==> src/rtl/mix_columns_seq.sv <==
// Sequential AES MixColumns / InvMixColumns engine with valid/ready handshake.
// Computes COLS_PER_CYCLE columns of the 4x4 byte state on each BUSY cycle.
module mix_columns_seq #(
    parameter int unsigned N              = 4,
    parameter int unsigned COLS_PER_CYCLE = 1
) (
    input  logic                         clk,
    input  logic                         rst,
    input  logic                         in_valid,
    output logic                         in_ready,
    input  logic                         inverse,
    input  logic [N-1:0][N-1:0][7:0]     state_in,
    output logic                         out_valid,
    input  logic                         out_ready,
    output logic [N-1:0][N-1:0][7:0]     state_out
);

    localparam int unsigned BYTE_W   = 8;
    localparam int unsigned COL_W    = (N > 1) ? $clog2(N) : 1;
    localparam int unsigned LAST_COL = N - COLS_PER_CYCLE;

    localparam logic [1:0] IDLE = 2'd0;
    localparam logic [1:0] BUSY = 2'd1;
    localparam logic [1:0] DONE = 2'd2;

    // Only the AES geometry and divisors of the column count are supported.
    generate
        if (N != 4) begin : g_bad_n
            $error("mix_columns_seq: N must be 4");
        end
        if (!(COLS_PER_CYCLE == 1 || COLS_PER_CYCLE == 2 || COLS_PER_CYCLE == 4)) begin : g_bad_cpc
            $error("mix_columns_seq: COLS_PER_CYCLE must be 1, 2 or 4");
        end
    endgenerate

    typedef logic [N-1:0][BYTE_W-1:0] col_t;

    // Multiply by x in GF(2^8) modulo x^8+x^4+x^3+x+1.
    function automatic logic [BYTE_W-1:0] xtime(input logic [BYTE_W-1:0] a);
        return {a[6:0], 1'b0} ^ (a[7] ? 8'h1b : 8'h00);
    endfunction

    // One circulant column transform; constants built from x2/x4/x8 partials.
    function automatic col_t mix_col(input col_t a, input logic inv);
        col_t       x2;
        col_t       x4;
        col_t       x8;
        col_t       b;
        logic [1:0] i0;
        logic [1:0] i1;
        logic [1:0] i2;
        logic [1:0] i3;
        x2 = '0;
        x4 = '0;
        x8 = '0;
        b  = '0;
        for (int k = 0; k < 4; k++) begin
            x2[2'(k)] = xtime(a[2'(k)]);
            x4[2'(k)] = xtime(x2[2'(k)]);
            x8[2'(k)] = xtime(x4[2'(k)]);
        end
        for (int r = 0; r < 4; r++) begin
            i0 = 2'(r);
            i1 = 2'(r + 1);
            i2 = 2'(r + 2);
            i3 = 2'(r + 3);
            if (inv) begin
                b[i0] = (x8[i0] ^ x4[i0] ^ x2[i0])
                      ^ (x8[i1] ^ x2[i1] ^ a[i1])
                      ^ (x8[i2] ^ x4[i2] ^ a[i2])
                      ^ (x8[i3] ^ a[i3]);
            end else begin
                b[i0] = x2[i0] ^ (x2[i1] ^ a[i1]) ^ a[i2] ^ a[i3];
            end
        end
        return b;
    endfunction

    logic [1:0]                              state_q;
    logic [1:0]                              state_d;
    logic [COL_W-1:0]                        col_q;
    logic [COL_W-1:0]                        col_d;
    logic [N-1:0][N-1:0][BYTE_W-1:0]         in_q;
    logic [N-1:0][N-1:0][BYTE_W-1:0]         out_q;
    logic                                    inv_q;
    logic                                    in_ready_q;
    logic                                    out_valid_q;
    logic                                    accept_c;
    logic                                    last_grp_c;
    logic [COLS_PER_CYCLE-1:0][COL_W-1:0]    grp_idx_c;
    logic [COLS_PER_CYCLE-1:0][N-1:0][BYTE_W-1:0] grp_res_c;

    // Next-state and column-counter logic.
    always_comb begin
        state_d    = state_q;
        col_d      = col_q;
        accept_c   = 1'b0;
        last_grp_c = (col_q == COL_W'(LAST_COL));
        case (state_q)
            IDLE: begin
                if (in_valid) begin
                    accept_c = 1'b1;
                    col_d    = '0;
                    state_d  = BUSY;
                end
            end
            BUSY: begin
                if (last_grp_c) begin
                    col_d   = '0;
                    state_d = DONE;
                end else begin
                    col_d = col_q + COL_W'(COLS_PER_CYCLE);
                end
            end
            DONE: begin
                if (out_ready) begin
                    state_d = IDLE;
                end
            end
            default: begin
                state_d = IDLE;
                col_d   = '0;
            end
        endcase
    end

    // Handshake flags are registered from the next state so they track it exactly.
    always_ff @(posedge clk) begin
        if (rst) begin
            state_q     <= IDLE;
            col_q       <= '0;
            in_ready_q  <= 1'b1;
            out_valid_q <= 1'b0;
        end else begin
            state_q     <= state_d;
            col_q       <= col_d;
            in_ready_q  <= (state_d == IDLE);
            out_valid_q <= (state_d == DONE);
        end
    end

    // Capture the operand so upstream may change it freely after the accept.
    always_ff @(posedge clk) begin
        if (rst) begin
            in_q  <= '0;
            inv_q <= 1'b0;
        end else if (accept_c) begin
            in_q  <= state_in;
            inv_q <= inverse;
        end
    end

    // Columns handled in the current BUSY cycle.
    always_comb begin
        grp_idx_c = '0;
        grp_res_c = '0;
        for (int g = 0; g < COLS_PER_CYCLE; g++) begin
            grp_idx_c[g] = col_q + COL_W'(g);
            grp_res_c[g] = mix_col(in_q[grp_idx_c[g]], inv_q);
        end
    end

    always_ff @(posedge clk) begin
        if (rst) begin
            out_q <= '0;
        end else if (state_q == BUSY) begin
            for (int g = 0; g < COLS_PER_CYCLE; g++) begin
                out_q[grp_idx_c[g]] <= grp_res_c[g];
            end
        end
    end

    assign in_ready  = in_ready_q;
    assign out_valid = out_valid_q;
    assign state_out = out_q;

endmodule
==> config.mk <==
export PLATFORM = sky130hd
export DESIGN_NAME = mix_columns_seq
export DESIGN_NICKNAME = d
export VERILOG_FILES = /design/src/rtl/mix_columns_seq.sv
export SDC_FILE = /design/constraint.sdc
export NUM_CORES = 1
export LEC_CHECK = 0
export CORE_MARGIN = 10
export CORE_UTILIZATION = 50
export CTS_CLUSTER_DIAMETER = 150
export DETAILED_ROUTE_END_ITERATION = 8
export MAX_ROUTING_LAYER = met4
export PLACE_DENSITY_LB_ADDON = 0.3
export RECOVER_POWER = 100
export SYNTH_ARGS = -nofsm -noshare
export SYNTH_HDL_FRONTEND = slang
export SYNTH_SLANG_ARGS = --single-unit
==> constraint.sdc <==
create_clock -name clk -period 3.5 [get_ports clk]
set_clock_uncertainty 0.05 [all_clocks]
set_input_delay 1.05 -clock clk [delete_from_list [all_inputs] [get_ports clk]]
set_output_delay 1.05 -clock clk [all_outputs]
set_load 0.005 [all_outputs]
* Yosys cells after proc, flatten, opt, wreduce, memory -nomap -nowiden
Index checks and enable logic that the tools add are counted.
** Word-level totals
- Register bits :: 263
- Input port bits :: 133
- Output and inout bits :: 130
** Operators by class
- Add/subtract/negate cells :: 1
- Order comparisons :: 2
- Eq/ne operators :: 5
- Mux-type cells :: 24
- Bitwise logic cells :: 41
- Reduce and logical (&&, ||, !) cells :: 4
** Operators by type and width (count)
- 8-bit XOR :: 34
- 128-bit bitwise mux :: 1
- 32-bit binary-select mux with 2-bit select :: 1
- 32-bit demux with 2-bit select :: 1
- 32-bit 2-to-1 mux :: 2
- 8-bit by 5-bit XOR with 8-bit output :: 6
- 8-bit 2-to-1 mux :: 4
- 5-bit 2-to-1 mux :: 6
- 2-bit case mux with 3 select lines :: 2
- 2-bit 2-to-1 mux :: 5
- 2-bit equality test (second input constant) :: 3
- 2-bit zero test :: 2
- 2-bit by 3-bit < comparator with 1-bit output (second input constant) :: 1
- 2-bit by 1-bit adder with 2-bit output (second input constant) :: 1
- 2-bit by 1-bit equality test with 1-bit output (second input constant) :: 1
- 2-bit by 1-bit >= comparator with 1-bit output (second input constant) :: 1
- 1-bit 2-to-1 mux :: 2
- 2-bit != test (second input constant) :: 1
- 2-bit AND reduction :: 1
- 1-bit logical AND :: 1
- 1-bit NOT :: 1

* Logic depth before layout (Yosys ltp)
Gate-level depths: netlist (run 1).
- Depth after elaboration :: 15
- Gate-level depth with buffers :: 11

* Worst setup path after synthesis (run 1)
OpenSTA, ideal clock, no wires.
- Kind :: reg2reg
- Start point :: register col_q[0]
- End point :: register out_q (netlist bit state_out[101])
- Setup time :: 0.079 ns
- Arrival time :: 2.593 ns
- Path slack :: 0.778 ns
- Stages on the path, launching flop included :: 9
- Path buffers :: 1
- Period minus slack after synthesis :: 2.722 ns
- Path through :: dfxtp_1 buf_6 mux4_2 xor3_2 xnor3_1 nand2_2 xor2_4 xnor2_2 a211oi_2
** Between the ends
- Word-level cells in the longest chain between the ends :: 13
** RTL lines
- from (decl) :: line 81 : logic [COL_W-1:0] col_q;
- from (signal assigned) :: line 136 : col_q <= col_d;
- 32-bit binary-select mux with 2-bit select :: line 159 : grp_res_c[g] = mix_col(in_q[grp_idx_c[g]], inv_q);
- 32-bit 2-to-1 mux (implied by the code) :: line 159
- 5-bit 2-to-1 mux or 8-bit by 5-bit XOR with 8-bit output (tied branches) :: line 40 : return {a[6:0], 1'b0} ^ (a[7] ? 8'h1b : 8'h00);
- 8-bit by 5-bit XOR with 8-bit output or 5-bit 2-to-1 mux (tied branches) :: line 40
- 8-bit by 5-bit XOR with 8-bit output (2 in a row) :: line 40
- 8-bit XOR (on tied branches) (2 in a row) :: line 68, 69
- 8-bit XOR :: line 69 : ^ (x8[i1] ^ x2[i1] ^ a[i1])
- 8-bit XOR :: line 70 : ^ (x8[i2] ^ x4[i2] ^ a[i2])
- 8-bit XOR :: line 71 : ^ (x8[i3] ^ a[i3]);
- 8-bit 2-to-1 mux :: line 67 : if (inv) begin
- 128-bit bitwise mux * :: line 168 : out_q[grp_idx_c[g]] <= grp_res_c[g];
- to (signal, indexed assignment) :: line 168
- to (decl) :: line 84 : logic [N-1:0][N-1:0][BYTE_W-1:0] out_q;
Every way passes the cells marked *; elsewhere a longest branch is shown, timed or not. The select of a mux whose other input is x is not followed.
A chain may end at the register's enable or synchronous reset.

* Final worst setup path (run 1)
- Start point :: register col_q[0]
- End point :: register out_q (netlist bit state_out[85])
** Between the ends
- Word-level cells in the longest chain between the ends :: 12
** RTL lines (line)
- 32-bit binary-select mux with 2-bit select :: 159
- 32-bit 2-to-1 mux (implied by the code) :: 159
- 5-bit 2-to-1 mux or 8-bit by 5-bit XOR with 8-bit output (tied branches) :: 40
- 8-bit by 5-bit XOR with 8-bit output or 5-bit 2-to-1 mux (tied branches) :: 40
- 8-bit by 5-bit XOR with 8-bit output (2 in a row) :: 40
- 8-bit XOR (3 in a row) :: 70
- 8-bit XOR :: 71
- 8-bit 2-to-1 mux :: 67
- 128-bit bitwise mux * :: 168
Marks and branches as above.

==> results of run 1 <==
-- routing by layer --
layer | routed length [um] | track usage (%) | part of all wire [%]
met4 | 749 | 5.95 | 2.2
met1 | 14600 | 28.8 | 43
met2 | 16100 | 37.4 | 48
met3 | 2330 | 4.86 | 6.9
met5 | 0 | - | 0
-- cell families after synthesis --
group / after synthesis / share of synthesized area (%)
AO/OA/AOI/OAI: 267 / 13.9
XOR/XNOR: 130 / 12.4
adder cells (fa/ha/maj): 4 / 0.440
buffers and inverters: 109 / 4.01
flip-flops: 263 / 46.3
multiplexers: 34 / 6.55
AND/OR/NAND/NOR: 479 / 16.4
-- layout make-up --
| type | instances | area [um2] | area share [%] |
|---|---|---|---|
| diodes | 2 | 5.00 | 0.0331 |
| clock buffers | 44 | 872 | 5.77 |
| clock inverters | 3 | 43.8 | 0.290 |
| repair buffers | 291 | 2920 | 19.3 |
| well taps | 285 | 357 | 2.36 |
| flip-flops and latches | 263 | 5270 | 34.8 |
| multi-input cells | 914 | 5630 | 37.2 |
| inverters | 7 | 26.3 | 0.174 |
-- Yosys cell counts (4+ instances only) --
cell type  count  area (um2)
buf_6          4        45.0
ha_1           4        50.1
nor3b_1        5        37.5
xnor2_2        4        65.1
xnor2_1       87         762
nor2_1        91         342
a211oi_1      78         586
nand3b_1       5        37.5
dfxtp_1      263        5270
clkbuf_1      79         297
nor4_1         4        25.0
a21oi_1      172         861
xnor3_1        8         180
nand2_1      364        1370
o31ai_1        4        30.0
mux4_2        31         698
buf_2          7        35.0
o211ai_1       4        30.0
a31oi_1        4        25.0
and2_1         4        25.0
xor2_1        23         201
buf_1         10        37.5
inv_1          7        26.3
-- worst reg2reg max path: stages (launching register included) --
cell and delay (ns):
dfxtp_2 0.55, buf_4 0.23, mux4_2 0.59, xor3_1 0.53, xnor3_1 0.43, nand2_1 0.12
xor2_4 0.18, xnor2_1 0.38, a211oi_1 0.14
-- worst paths after layout --
kind                     to  slack [ns]  depth (start not counted)
max reg2reg   state_out[85]        0.15                          8
min          state_out[111]        0.40                          2
max           state_out[85]        0.15                          8
min reg2reg  state_out[111]        0.40                          2
-- flip-flops by register name, summed over array words and instances (netlist names) --
register	cells
inv_q	1
state_out	128
in_ready	1
in_q	128
col_q	2
out_valid	1
state_q	2
-- per-stage QoR --
step	util [%]	total power, mW	std cells
global route	67.2	7.98	1809
detailed placement	63.3	4.88	1760
CTS	67.3	7.76	1807
finish	67.2	7.70	1809
global placement	63.3	4.85	1760
floorplan	-	4.28	1286
-- power groups by stage --
| stage | sequential [mW] | combinational, mW | clock (mW) |
|---|---|---|---|
| 2_1_floorplan | 3.28 | 1.01 | 0 |
| 3_3_place_gp | 3.30 | 1.55 | 0 |
| 3_5_place_dp | 3.30 | 1.58 | 0 |
| 4_1_cts | 3.24 | 1.58 | 2.94 |
| 5_1_grt | 3.25 | 1.67 | 3.05 |
| 6_report | 3.24 | 1.55 | 2.91 |
==> results.cfg, run 1 <==
[power_and_ir_drop]
irDropWorstVdd_mv = 0.386
power_density_nw_per_um2 = 510
clock_power_share_pct = 37.8
combPwrFrac_pct = 20.1
switching_power_mw = 2.09
switching_share_pct = 27.1
p_leak_nw = 5.67
intPower_mw = 5.62
power_frac_seq_pct = 42.0

[worst_setup_path]
critPathLaunchType = register
r2r_start = col_q[0]
path_buf_inv = 1
cpPeakStageDelay_ns = 0.59
crit_type = reg2reg
worstPathRequired_ns = 3.84
cp.arrival_ns = 3.68
crit_slowest_cell = mux4_2
endpoint_kind = register
critPathLaunch = col_q[0]
crit_family = XOR/XNOR gates
critPathMaxFanout = 10
crit_chain = buf_4, mux4_2, xor3_1, xnor3_1, nand2_1, xor2_4, xnor2_1, a211oi_1

[finish]
fin_area_um2 = 15100
final_common_cell = nand2_1
finish.net_count = 1642
drive_gt1_share_pct = 7.49
nFillCells = 1790
final_cell_mix = nand2_1, dfxtp_1, a21oi_1
syn_to_final_growth_pct = 33.0

[yosys]
ys_seq_elements = 263
ys_seq_area_share_pct = 46.3
synth.distinct_cells = 41
yosysWarnings = 0
synth_area_um2 = 11400
syn_nets = 1423
synth_edf_count = 0
syn_avg_cell_area_um2 = 8.84
ys_async_sr_fraction_pct = 0
synthFlopType = dfxtp_1
synth_cells = 1286

[cts]
clk-insertion-delay-late_ns = 0.54
cts_made_buffers = 28
cts.sink_count = 263
clockBufferDepth = 3
post_cts_buffers = 0
htree_levels = 1
ctsResizeCount = 0
cts-hold-fix-buffers = 0
cts_tree = done
path_clk_slew_ns = 0.06
clockRootBuffer = clkbuf_16

[timing]
setup_viol = 0
hold_viol = 0
drv_slew = 0
worst_slew_pin_slew_ns = 1.25
rsz0062_at_grt = false
slew_headroom_pct = 16.8
period_needed_ns = 3.35
hold_slack_ns = 0.402
setup-tns-final_ns = 0
max_freq_mhz = 299
fin_crit_sh_pct = 95.7
setup_slack_ns = 0.152

[drt]
wl_um = 33900
dr.pass1.iters = 6
ant_nets = 0
wl_per_cell_um = 18.7
viasPerCell = 5.35
drt_iter0_drc = 847
drc = 0
vias = 9676

[die]
initial_utilization_pct = 50.5
rows = 55
fp.dieW_um = 171
dieArea_um2 = 29200
coreArea_um2 = 22500
ios = 263
die_height_um = 171

[placement]
gp_congestion = 0.921
placed_area_um2 = 14200
hpwl_um = 25200
portBuffers = 262
preCtsSetupSlack_ns = 0.318

[outcome]
status = completed

[job]
maxCapViolations = 0

[global_route]
grt_pass1_vias = 9658
grt_pass1_wl_um = 52700
antenna_found_initial = 2
grt_usage_pct = 23.1
grt-ovfl-total = 0
grt_max_degree = 92

[worst_hold_path]
min_path_type = reg2reg
worstHoldStart = state_out[111]
Note: power is estimated with default switching activity, not from simulation.
==> run 2, diff against run 1 <==
Settings changed: CORE_UTILIZATION 50 to 45, SETUP_SLACK_MARGIN set to 0.5.
Clock period 3.5 ns to 2.7 ns, I/O delays scaled along.
==> run 2 against run 1 <==
The run now ends with setup timing left. Worst setup slack worse by 0.25 ns. Non-clock buffer count is 79 higher. Wire length is 7.4% higher. Combinational power is 88% higher. Utilization is 0.19 points higher. Sequential cell count stayed put. Cell count is 6.7% higher. Register-to-register slack worse by 0.25 ns. Clock power is 27% higher. Power is 40% higher.
==> results.cfg, run 2 (synthesis gave the netlist of run 1 again) <==
[placement]
gp_congestion = 0.911
hpwl_um = 26000
dp_cells = 1849
portBuffers = 262

[finish]
finish.net_count = 1720
seq_area_um2 = 5270
final_common_cell = nand2_1
final_cell_mix = nand2_1, dfxtp_1, a21oi_1
nFillCells = 1981
stdcell_count = 1930
syn_to_final_growth_pct = 48.4
multi_input_area_um2 = 6720
drive_gt1_share_pct = 22.6

[worst_setup_path]
critPathMaxFanout = 8
critPathLaunchType = register
cp.arrival_ns = 3.15
endpoint_kind = register
crit_type = reg2reg
worstPathRequired_ns = 3.05

[cts]
cts_tree = done
path_clk_slew_ns = 0.06
cts.sink_count = 263
htree_levels = 1
cts_made_buffers = 27
clockBufferDepth = 3
cts-hold-fix-buffers = 0
clk-insertion-delay-late_ns = 0.54
clockRootBuffer = clkbuf_16

[worst_hold_path]
min_path_type = reg2reg

[drt]
wl_per_cell_um = 18.8
ant_nets = 0
wl_um = 36400
viasPerCell = 5.27
dr.pass1.iters = 7
vias = 10200
drc = 0
drt_iter0_drc = 761

[timing]
rsz0062_at_grt = true
hold_viol = 0
setup_viol = 51
setup_slack_ns = -0.101
max_freq_mhz = 357
fin_crit_sh_pct = 104
worst_slew_pin_slew_ns = 1.17
period_needed_ns = 2.80
slew_headroom_pct = 22.3
drv_slew = 0

[die]
fp.dieW_um = 179
coreArea_um2 = 25000
initial_utilization_pct = 45.4
dieArea_um2 = 32000
rows = 58
ios = 263
die_height_um = 179

[job]
maxCapViolations = 0

[global_route]
grt_max_degree = 86
grt_pass1_wl_um = 54000
grt_pass1_vias = 10000
antenna_found_initial = 1
grt-ovfl-total = 0
grt_usage_pct = 21.8

[power_and_ir_drop]
power_mw = 10.8
power_density_nw_per_um2 = 640
irDropWorstVdd_mv = 0.341
p_leak_nw = 6.69

[outcome]
status = finished with violations
violations = setup timing
==> run 2: worst max-delay path, stage by stage (launching register included) <==
cell and delay [ns]:
dfxtp_4 0.36, buf_12 0.13, buf_12 0.10, buf_12 0.12, mux4_2 0.57, xor2_2 0.26, xor2_1 0.20, buf_4 0.16
xnor2_1 0.11, nand2_1 0.17, xnor2_2 0.32, a211oi_1 0.12
==> run 2: worst paths after layout <==
| path | from | slack (ns) | end | cells after the start |
|---|---|---|---|---|
| setup / recovery | col_q[0] | -0.10 | state_out[83] | 11 |
| hold / removal | in_q[45] | 0.40 | in_q[45] | 2 |
| setup reg to reg | col_q[0] | -0.10 | state_out[83] | 11 |
| hold reg to reg | in_q[45] | 0.40 | in_q[45] | 2 |
==> run 2: layout make-up <==
cell class                 count  area share, %
multi-input combinational    914           39.9
clock inverter                12          0.838
timing repair buffer         370           21.1
inverter                       7          0.156
clock buffer                  33           4.32
tap                          330           2.45
antenna                        1         0.0148
sequential                   263           31.3
==> run 2: timing repair <==
action | 4_1_cts | 5_1_grt
gates resized for setup | 235 | 91
pin swaps | 42 | 28
buffers inserted | 27 | 8
endpoints found under the setup margin | 258 | 128
cloned | 0 | 0
==> run 2: through the flow <==
stage	hold slack [ns]	utilization (%)	setup slack [ns]	setup TNS [ns]	instance area, um2
after global routing	0.423	67.4	-0.171	-8.92	16900
after detailed placement	0.396	59.7	-0.135	-1.42	14900
after global placement	0.389	59.7	-0.102	-0.391	14900
final	0.403	67.4	-0.101	-1.97	16900
after floorplan	0.383	-	0.0528	0	11600
after CTS	0.404	65.6	-0.0536	-0.659	16400
==> run 2: metal layers <==
metal  vias to the layer above  routed length (um)  track usage [%]  part of all wire [%]
met2                       374               17900             36.1                    49
met1                      4854               15000             26.8                    41
li1                       4885                   -                -                     -
met4                         0                 904             6.23                   2.5
met5                         -                   0                -                     0
met3                        62                2610             3.90                   7.2
==> run 2: power breakdown <==
group | switching, mW | total [mW] | internal, mW
clock | 1.51 | 3.70 | 2.19
combinational | 1.47 | 2.91 | 1.44
sequential | 0.111 | 4.19 | 4.08
total | 3.09 | 10.8 | 7.71
==> run 3, diff against run 2 <==
Settings changed: SLEW_MARGIN set to 20.
==> results of run 3 <==
Final layout, timing and power as in run 2 (identical DEF).
